## src/rtl/nand_fault_injector.sv

```systemverilog
// rtl/nand_fault_injector.sv - seeded, per-page budgeted bit-flip injector for the NAND read byte stream
//
// Sits between DIO byte capture and the ECC/decoder path. For every accepted
// byte a Galois LFSR decides whether one bit is flipped, bounded by a per-page
// fault budget latched at page_start. One-deep registered output stage, so
// latency is one cycle and the output holds stable under backpressure.
//
// Ports:
//   HCLK, HRESET                    clock, synchronous active-high reset
//   cfg_en                          1 = inject, 0 = pass-through
//   cfg_prob[8:0]                   fault when {1'b0,lfsr[7:0]} < cfg_prob (256 = always)
//   cfg_num_faults                  per-page budget, clamped to MAX_FAULTS
//   cfg_seed_load, cfg_seed         reseed LFSR while idle (0 selects SEED)
//   page_start                      one-cycle pulse: begin (or restart) a page
//   in_valid/in_data/in_ready       input byte stream
//   out_valid/out_data/out_ready    output byte stream
//   out_last                        marks byte PAGE_BYTES-1
//   fault_cnt                       faults injected in the current page
//   busy, page_done                 state != IDLE, one-cycle end-of-page pulse
//
// Optional: define NAND_FAULT_LOG_EN to add a LOG_DEPTH-entry fault log FIFO
// with ports log_valid, log_data[14:0] = {byte_index[11:0], bit[2:0]},
// log_pop and log_ovf (sticky until page_start).
`timescale 1ns/1ps
module nand_fault_injector #(
  parameter int                DATA_W     = 8,
  parameter int                PAGE_BYTES = 2112,
  parameter int                MAX_FAULTS = 80,
  parameter int                LFSR_W     = 32,
  parameter logic [LFSR_W-1:0] SEED       = 32'hACE1_2020
`ifdef NAND_FAULT_LOG_EN
  ,
  parameter int                LOG_DEPTH  = 16
`endif
) (
  input  logic                            HCLK,
  input  logic                            HRESET,
  input  logic                            cfg_en,
  input  logic [8:0]                      cfg_prob,
  input  logic [$clog2(MAX_FAULTS+1)-1:0] cfg_num_faults,
  input  logic                            cfg_seed_load,
  input  logic [LFSR_W-1:0]               cfg_seed,
  input  logic                            page_start,
  input  logic                            in_valid,
  input  logic [DATA_W-1:0]               in_data,
  output logic                            in_ready,
  output logic                            out_valid,
  output logic [DATA_W-1:0]               out_data,
  input  logic                            out_ready,
  output logic                            out_last,
  output logic [$clog2(MAX_FAULTS+1)-1:0] fault_cnt,
  output logic                            busy,
  output logic                            page_done
`ifdef NAND_FAULT_LOG_EN
  ,
  output logic                            log_valid,
  output logic [14:0]                     log_data,
  input  logic                            log_pop,
  output logic                            log_ovf
`endif
);

  localparam int NF_W  = $clog2(MAX_FAULTS + 1);
  localparam int IDX_W = $clog2(PAGE_BYTES + 1);

  localparam logic [NF_W-1:0]   MAX_FAULTS_C = NF_W'(MAX_FAULTS);
  localparam logic [IDX_W-1:0]  LAST_IDX     = IDX_W'(PAGE_BYTES - 1);
  localparam logic [IDX_W-1:0]  PAGE_END     = IDX_W'(PAGE_BYTES);
  // x^32 + x^22 + x^2 + x + 1, right-shifting Galois form
  localparam logic [LFSR_W-1:0] LFSR_POLY    = LFSR_W'(32'h8020_0003);

  localparam logic [1:0] ST_IDLE   = 2'd0;
  localparam logic [1:0] ST_STREAM = 2'd1;
  localparam logic [1:0] ST_DONE   = 2'd2;

  logic [1:0]        state;
  logic [LFSR_W-1:0] lfsr;
  logic [LFSR_W-1:0] lfsr_step;
  logic [LFSR_W-1:0] seed_eff;
  logic [IDX_W-1:0]  byte_idx;   // next byte index to accept; PAGE_END once the page is in
  logic [NF_W-1:0]   budget;

  logic              restart;
  logic              accept;
  logic              out_fire;
  logic [NF_W-1:0]   cfg_budget;
  logic [IDX_W-1:0]  cur_idx;
  logic [NF_W-1:0]   cur_cnt;
  logic [NF_W-1:0]   cur_budget;
  logic              prob_hit;
  logic              inject;
  logic [2:0]        bit_pos;
  logic [DATA_W-1:0] flip_mask;

  // page_start is honoured in IDLE and STREAM; DONE ignores it.
  assign restart   = page_start && (state != ST_DONE);
  assign in_ready  = (state == ST_STREAM) && (byte_idx != PAGE_END) &&
                     (!out_valid || out_ready);
  assign accept    = in_valid && in_ready;
  assign out_fire  = out_valid && out_ready;
  assign busy      = (state != ST_IDLE);
  assign page_done = (state == ST_DONE);

  assign cfg_budget = (cfg_num_faults > MAX_FAULTS_C) ? MAX_FAULTS_C : cfg_num_faults;

  // A byte accepted in the same cycle as a restart is byte 0 of the new page.
  assign cur_idx    = restart ? '0 : byte_idx;
  assign cur_cnt    = restart ? '0 : fault_cnt;
  assign cur_budget = restart ? cfg_budget : budget;

  assign prob_hit  = ({1'b0, lfsr[7:0]} < cfg_prob);
  assign inject    = accept && cfg_en && (cur_cnt < cur_budget) && prob_hit;
  assign bit_pos   = 3'(32'(lfsr[10:8]) % DATA_W);
  assign flip_mask = DATA_W'(1) << bit_pos;

  assign lfsr_step = (lfsr >> 1) ^ (lfsr[0] ? LFSR_POLY : '0);
  assign seed_eff  = (cfg_seed == '0) ? SEED : cfg_seed;

  always_ff @(posedge HCLK) begin
    if (HRESET) begin
      state <= ST_IDLE;
    end else begin
      case (state)
        ST_IDLE:   if (page_start) state <= ST_STREAM;
        // a restart wins over a last-byte handshake in the same cycle
        ST_STREAM: if (!page_start && out_fire && out_last) state <= ST_DONE;
        ST_DONE:   state <= ST_IDLE;
        default:   state <= ST_IDLE;
      endcase
    end
  end

  always_ff @(posedge HCLK) begin
    if (HRESET) begin
      lfsr      <= SEED;
      byte_idx  <= '0;
      fault_cnt <= '0;
      budget    <= '0;
      out_valid <= 1'b0;
      out_data  <= '0;
      out_last  <= 1'b0;
    end else begin
      // Reseed only while idle; otherwise the LFSR moves exactly once per accept.
      if ((state == ST_IDLE) && cfg_seed_load) begin
        lfsr <= seed_eff;
      end else if (accept) begin
        lfsr <= lfsr_step;
      end

      if (restart) begin
        budget    <= cfg_budget;
        byte_idx  <= '0;
        fault_cnt <= '0;
      end

      if (accept) begin
        byte_idx <= cur_idx + IDX_W'(1);
        if (inject) fault_cnt <= cur_cnt + NF_W'(1);
      end

      if (accept) begin
        out_valid <= 1'b1;
        out_data  <= in_data ^ (inject ? flip_mask : '0);
        out_last  <= (cur_idx == LAST_IDX);
      end else begin
        if (out_fire) begin
          out_valid <= 1'b0;
          out_last  <= 1'b0;
        end
        // A byte still held across a restart belongs to the aborted page.
        if (restart) out_last <= 1'b0;
      end
    end
  end

`ifdef NAND_FAULT_LOG_EN
  localparam int LP_W = (LOG_DEPTH > 1) ? $clog2(LOG_DEPTH) : 1;

  logic [14:0]   log_mem [LOG_DEPTH];
  logic [LP_W-1:0] log_wr;
  logic [LP_W-1:0] log_rd;
  logic [LP_W:0]   log_count;
  logic            log_full;
  logic            log_take;
  logic            log_push;

  function automatic logic [LP_W-1:0] ptr_next(input logic [LP_W-1:0] p);
    return (p == LP_W'(LOG_DEPTH - 1)) ? '0 : p + LP_W'(1);
  endfunction

  assign log_full  = (log_count == (LP_W+1)'(LOG_DEPTH));
  assign log_take  = log_pop && log_valid;
  // A pop in the same cycle frees the slot the push needs.
  assign log_push  = inject && (!log_full || log_take);
  assign log_valid = (log_count != '0);
  assign log_data  = log_mem[log_rd];

  always_ff @(posedge HCLK) begin
    if (log_push) log_mem[log_wr] <= {12'(cur_idx), bit_pos};
  end

  always_ff @(posedge HCLK) begin
    if (HRESET) begin
      log_wr    <= '0;
      log_rd    <= '0;
      log_count <= '0;
      log_ovf   <= 1'b0;
    end else begin
      if (log_push) log_wr <= ptr_next(log_wr);
      if (log_take) log_rd <= ptr_next(log_rd);
      case ({log_push, log_take})
        2'b10:   log_count <= log_count + (LP_W+1)'(1);
        2'b01:   log_count <= log_count - (LP_W+1)'(1);
        default: log_count <= log_count;
      endcase
      // dropped entries win over the clear so a drop on the restart cycle is kept
      if (inject && !log_push) log_ovf <= 1'b1;
      else if (restart)        log_ovf <= 1'b0;
    end
  end
`endif

endmodule

```

## config.mk

```make
export PLATFORM = sky130hd
export DESIGN_NAME = nand_fault_injector
export DESIGN_NICKNAME = d
export VERILOG_FILES = /design/src/rtl/nand_fault_injector.sv
export SDC_FILE = /design/constraint.sdc
export NUM_CORES = 1
export LEC_CHECK = 0
export ABC_AREA = 0
export CAP_MARGIN = 30
export CORE_MARGIN = 3
export CORE_UTILIZATION = 46
export DETAILED_ROUTE_END_ITERATION = 6
export PLACE_DENSITY = 0.84
export SYNTH_ARGS = -nofsm -noshare
export SYNTH_HDL_FRONTEND = slang
export SYNTH_SLANG_ARGS = --single-unit
```

## constraint.sdc

```tcl
create_clock -name HCLK -period 3.1 [get_ports HCLK]
set_clock_uncertainty 0.1 [all_clocks]
set_input_delay 0.31 -clock HCLK [delete_from_list [all_inputs] [get_ports HCLK]]
set_output_delay 0.31 -clock HCLK [all_outputs]
set_load 0.01 [all_outputs]
```

==> summary.md <==
| Metric | Value |
|---|---|
| Status | finished, final reports clean |
| CP Data Required Time | approximately 3.2 ns |
| First-pass GRT wire length | 17,800 µm |
| Worst-Margin Slew | ~0.63 ns |
| Synth top area share | ~37% |
| Tmin final | 2.97 ns |
| Vias per cell | ~5.9 |
| Antenna violations before repair | 0 |
| Chip width | approximately 100 µm |
| Placed Instance Area | 4880 µm² |
| Core area | between 7000 and 8000 µm² |
| DR WL/cell | 15.9 µm |
| Clock power share | 34.8% |
| Die area | around 9500 µm² |
| CP startpoint | cfg_num_faults[3] |
| Sequential power share | a little under half |
| Max-Cap Viols | 0 |
| PwrDens | roughly 420 nW/µm² |
| Grt ovf | 0 |
| # fillers | 674 |
| Hold Worst Slack | around 0.19 ns |
| Final ANT Viol Nets | 0 |
| Detailed-router iteration count before antenna repair | 5 |
| Syn Nets | ~560 |
| Pre-CTS setup slack | -0.475 ns |
| Design Area, Final | 5150 µm² |
| Leakage | approximately 0.0021 µW |
| Synthesized area | between 3000 and 4000 µm² |
| Initial Utilization | between 40% and 50% |
| Rows | 32 |
| VDD IR-drop max | 264 µV |
| Layout cells sized above 1 | 12.3% |
| Setup WS post-layout | roughly 0.13 ns |
| Top_reg_cell synth | dfxtp_1 |
| Max FO, Critical Path | 8 |
| Max H-tree Level | 3 |
| Fmax | ~340 MHz |
| Register area | approximately 1400 µm² |
| # IOs | 83 |
| Ys Warns | 0 |
| Mean Syn Cell Area | just over 8 µm² |
| Area of the multi-input gates | 2270 µm² |
| Setup violations, final | 0 |
| Total GRT Usage | roughly 22% |
| Setup tns final | 0 ns |
| Crit path capture type | register |
| Worst-Skew Late Latency | 0.34 ns |
| Layout Utilization | roughly 65% |
| Die height | 97.3 µm |
| Root buf cell | clkbuf_8 |
| Vias in the first global route | roughly 3,800 |
| Most frequent cells after synthesis | 72 x nand2_1, 70 x dfxtp_1, 56 x nor2_1 |
| Reg2reg start | state[0] |
| Synthesized instance count | approximately 480 |
| Area grow syn2layout | 34.3% |
| Slew margin rel. | between 50% and 60% |
| Fraction of registers with async set/reset | 0% |
| Cts bufs inserted | 9 |
| Post-DP HPWL | 7870 µm |
| CTS tree | done |
| Initial drt markers | around 300 |
| Number of synthesized flops with an enable pin | 0 |
| Net Switching | around 600 µW |
| Maximum number of pins on one net before global-route repair | 59 |
| Yosys top cell by area | dfxtp_1 |
| Routed via count | between 4,000 and 5,000 |
| Final worst path period share | 95.7% |
| Hold Path Class | input pin to register |
| Clock-pin slew on the worst setup and hold paths | approximately 0.08 ns |
| Worst EP arrival | about 3.1 ns |
| Largest cells by area after synthesis | dfxtp_1 37%, nand2_1 7.0%, a311oi_1 6.6% |
| Hold path start | HRESET |
| Sequential area share after synthesis | between 30% and 40% |
| Sw Share | 27.7% |
| Clock sinks | 70 |
| # nets final | 652 |
| Critical setup path kind | input pin to register |
| Yosys cell types | 56 |
| Routability cong. | approximately 0.92 |
| Max-slew violation count | 0 |
| Clock Path Buffers | 2 |
| Synthesis-stage register bit count | 70 |
| Drt drc | 0 |
| Most frequent cell after synthesis | nand2_1 |
| Comb power frac | roughly a fifth |
| Routed Wire Length | between 10,000 and 15,000 µm |
| Antenna cells | 0 |
| Pint | ~1600 µW |
| Port bufs | 82 |
| Startpoint types | input pin |
| Final hold vios | 0 |
cell usage in the layout, fill, tap and decap left out, types with 10 or more instances in the layout:
cell and count:
clkbuf_8 10, a21oi_1 18, nor4_1 14, inv_1 17, ha_1 15, nor2_1 56
and3_1 15, clkdlybuf4s50_1 81, a311oi_1 29, dfxtp_1 70, nand4_1 13, buf_4 36
nand2_1 71
sequential cells by signal, indices dropped and copies added, names as in the netlist:
register,count
out_valid,1
lfsr,32
out_data,8
out_last,1
byte_idx,12
budget,7
fault_cnt,7
state,2
critical path, cell delays in order:
cell             delay (ns)
clkdlybuf4s50_1        0.44
o41ai_2                0.35
nand2b_1               0.13
a21oi_4                0.18
a22oi_1                0.13
ha_1                   0.31
o21ai_0                0.08
a21oi_1                0.24
buf_4                  0.17
a21oi_4                0.05
buf_6                  0.13
buf_4                  0.13
and4b_1                0.17
nor4_1                 0.29
area by class of cell:
cell class	count	area share, %
timing repair buffer	119	21.3
sequential	70	27.2
clock inverter	6	1.19
inverter	17	1.24
clock buffer	10	2.67
tap	102	2.48
multi-input combinational	357	44.0
power groups by stage:
stage               clock network, µW  registers (µW)  logic [µW]
floorplan                           0             998         210
global placement                    0            1010         373
detailed placement                  0            1010         385
CTS                               754             992         391
global route                      801            1000         447
finish                            746             992         408
layer usage:
| metal | GRT usage, % | wire [µm] | vias to the layer above |
|---|---|---|---|
| met2 | 39.0 | 5380 | 177 |
| met5 | 0 | 0 | - |
| met1 | 28.0 | 4540 | 1881 |
| met4 | 6.07 | 204 | 0 |
| met3 | 5.03 | 676 | 20 |
| li1 | - | - | 1935 |
final timing paths:
check	end	slack [ns]	cells after the start
worst max-delay path	out_data[5]	0.13	14
worst min register to register	lfsr[13]	0.37	1
worst max register to register	out_data[5]	0.19	13
worst min-delay path	byte_idx[7]	0.19	2
cells by family (layout without fill, tap and decap cells):
family                   count (synthesis)  after routing  synth area share [%]
flip-flops                              70             70                  36.5
adder cells (fa/ha/maj)                 15             15                  4.89
AND/OR/NAND/NOR                        231            231                  30.8
XOR/XNOR                                10             10                  2.28
multiplexers                             4              4                  1.34
AO/OA/AOI/OAI                           97             97                  18.6
buffers and inverters                   50            152                  5.58
through the flow:
step,instances,power [µW]
3_5_place_dp,661,1400
6_report,681,2150
2_1_floorplan,477,1210
5_1_grt,681,2250
4_1_cts,677,2140
3_3_place_gp,661,1380
what timing repair did:
item,4_1_cts,5_1_grt
gates resized for setup,2,8
hold buffers,0,0
pin swaps,1,8
setup buffers,0,4
setup endpoints to repair,5,13
Power figures use the tool's default switching activity.
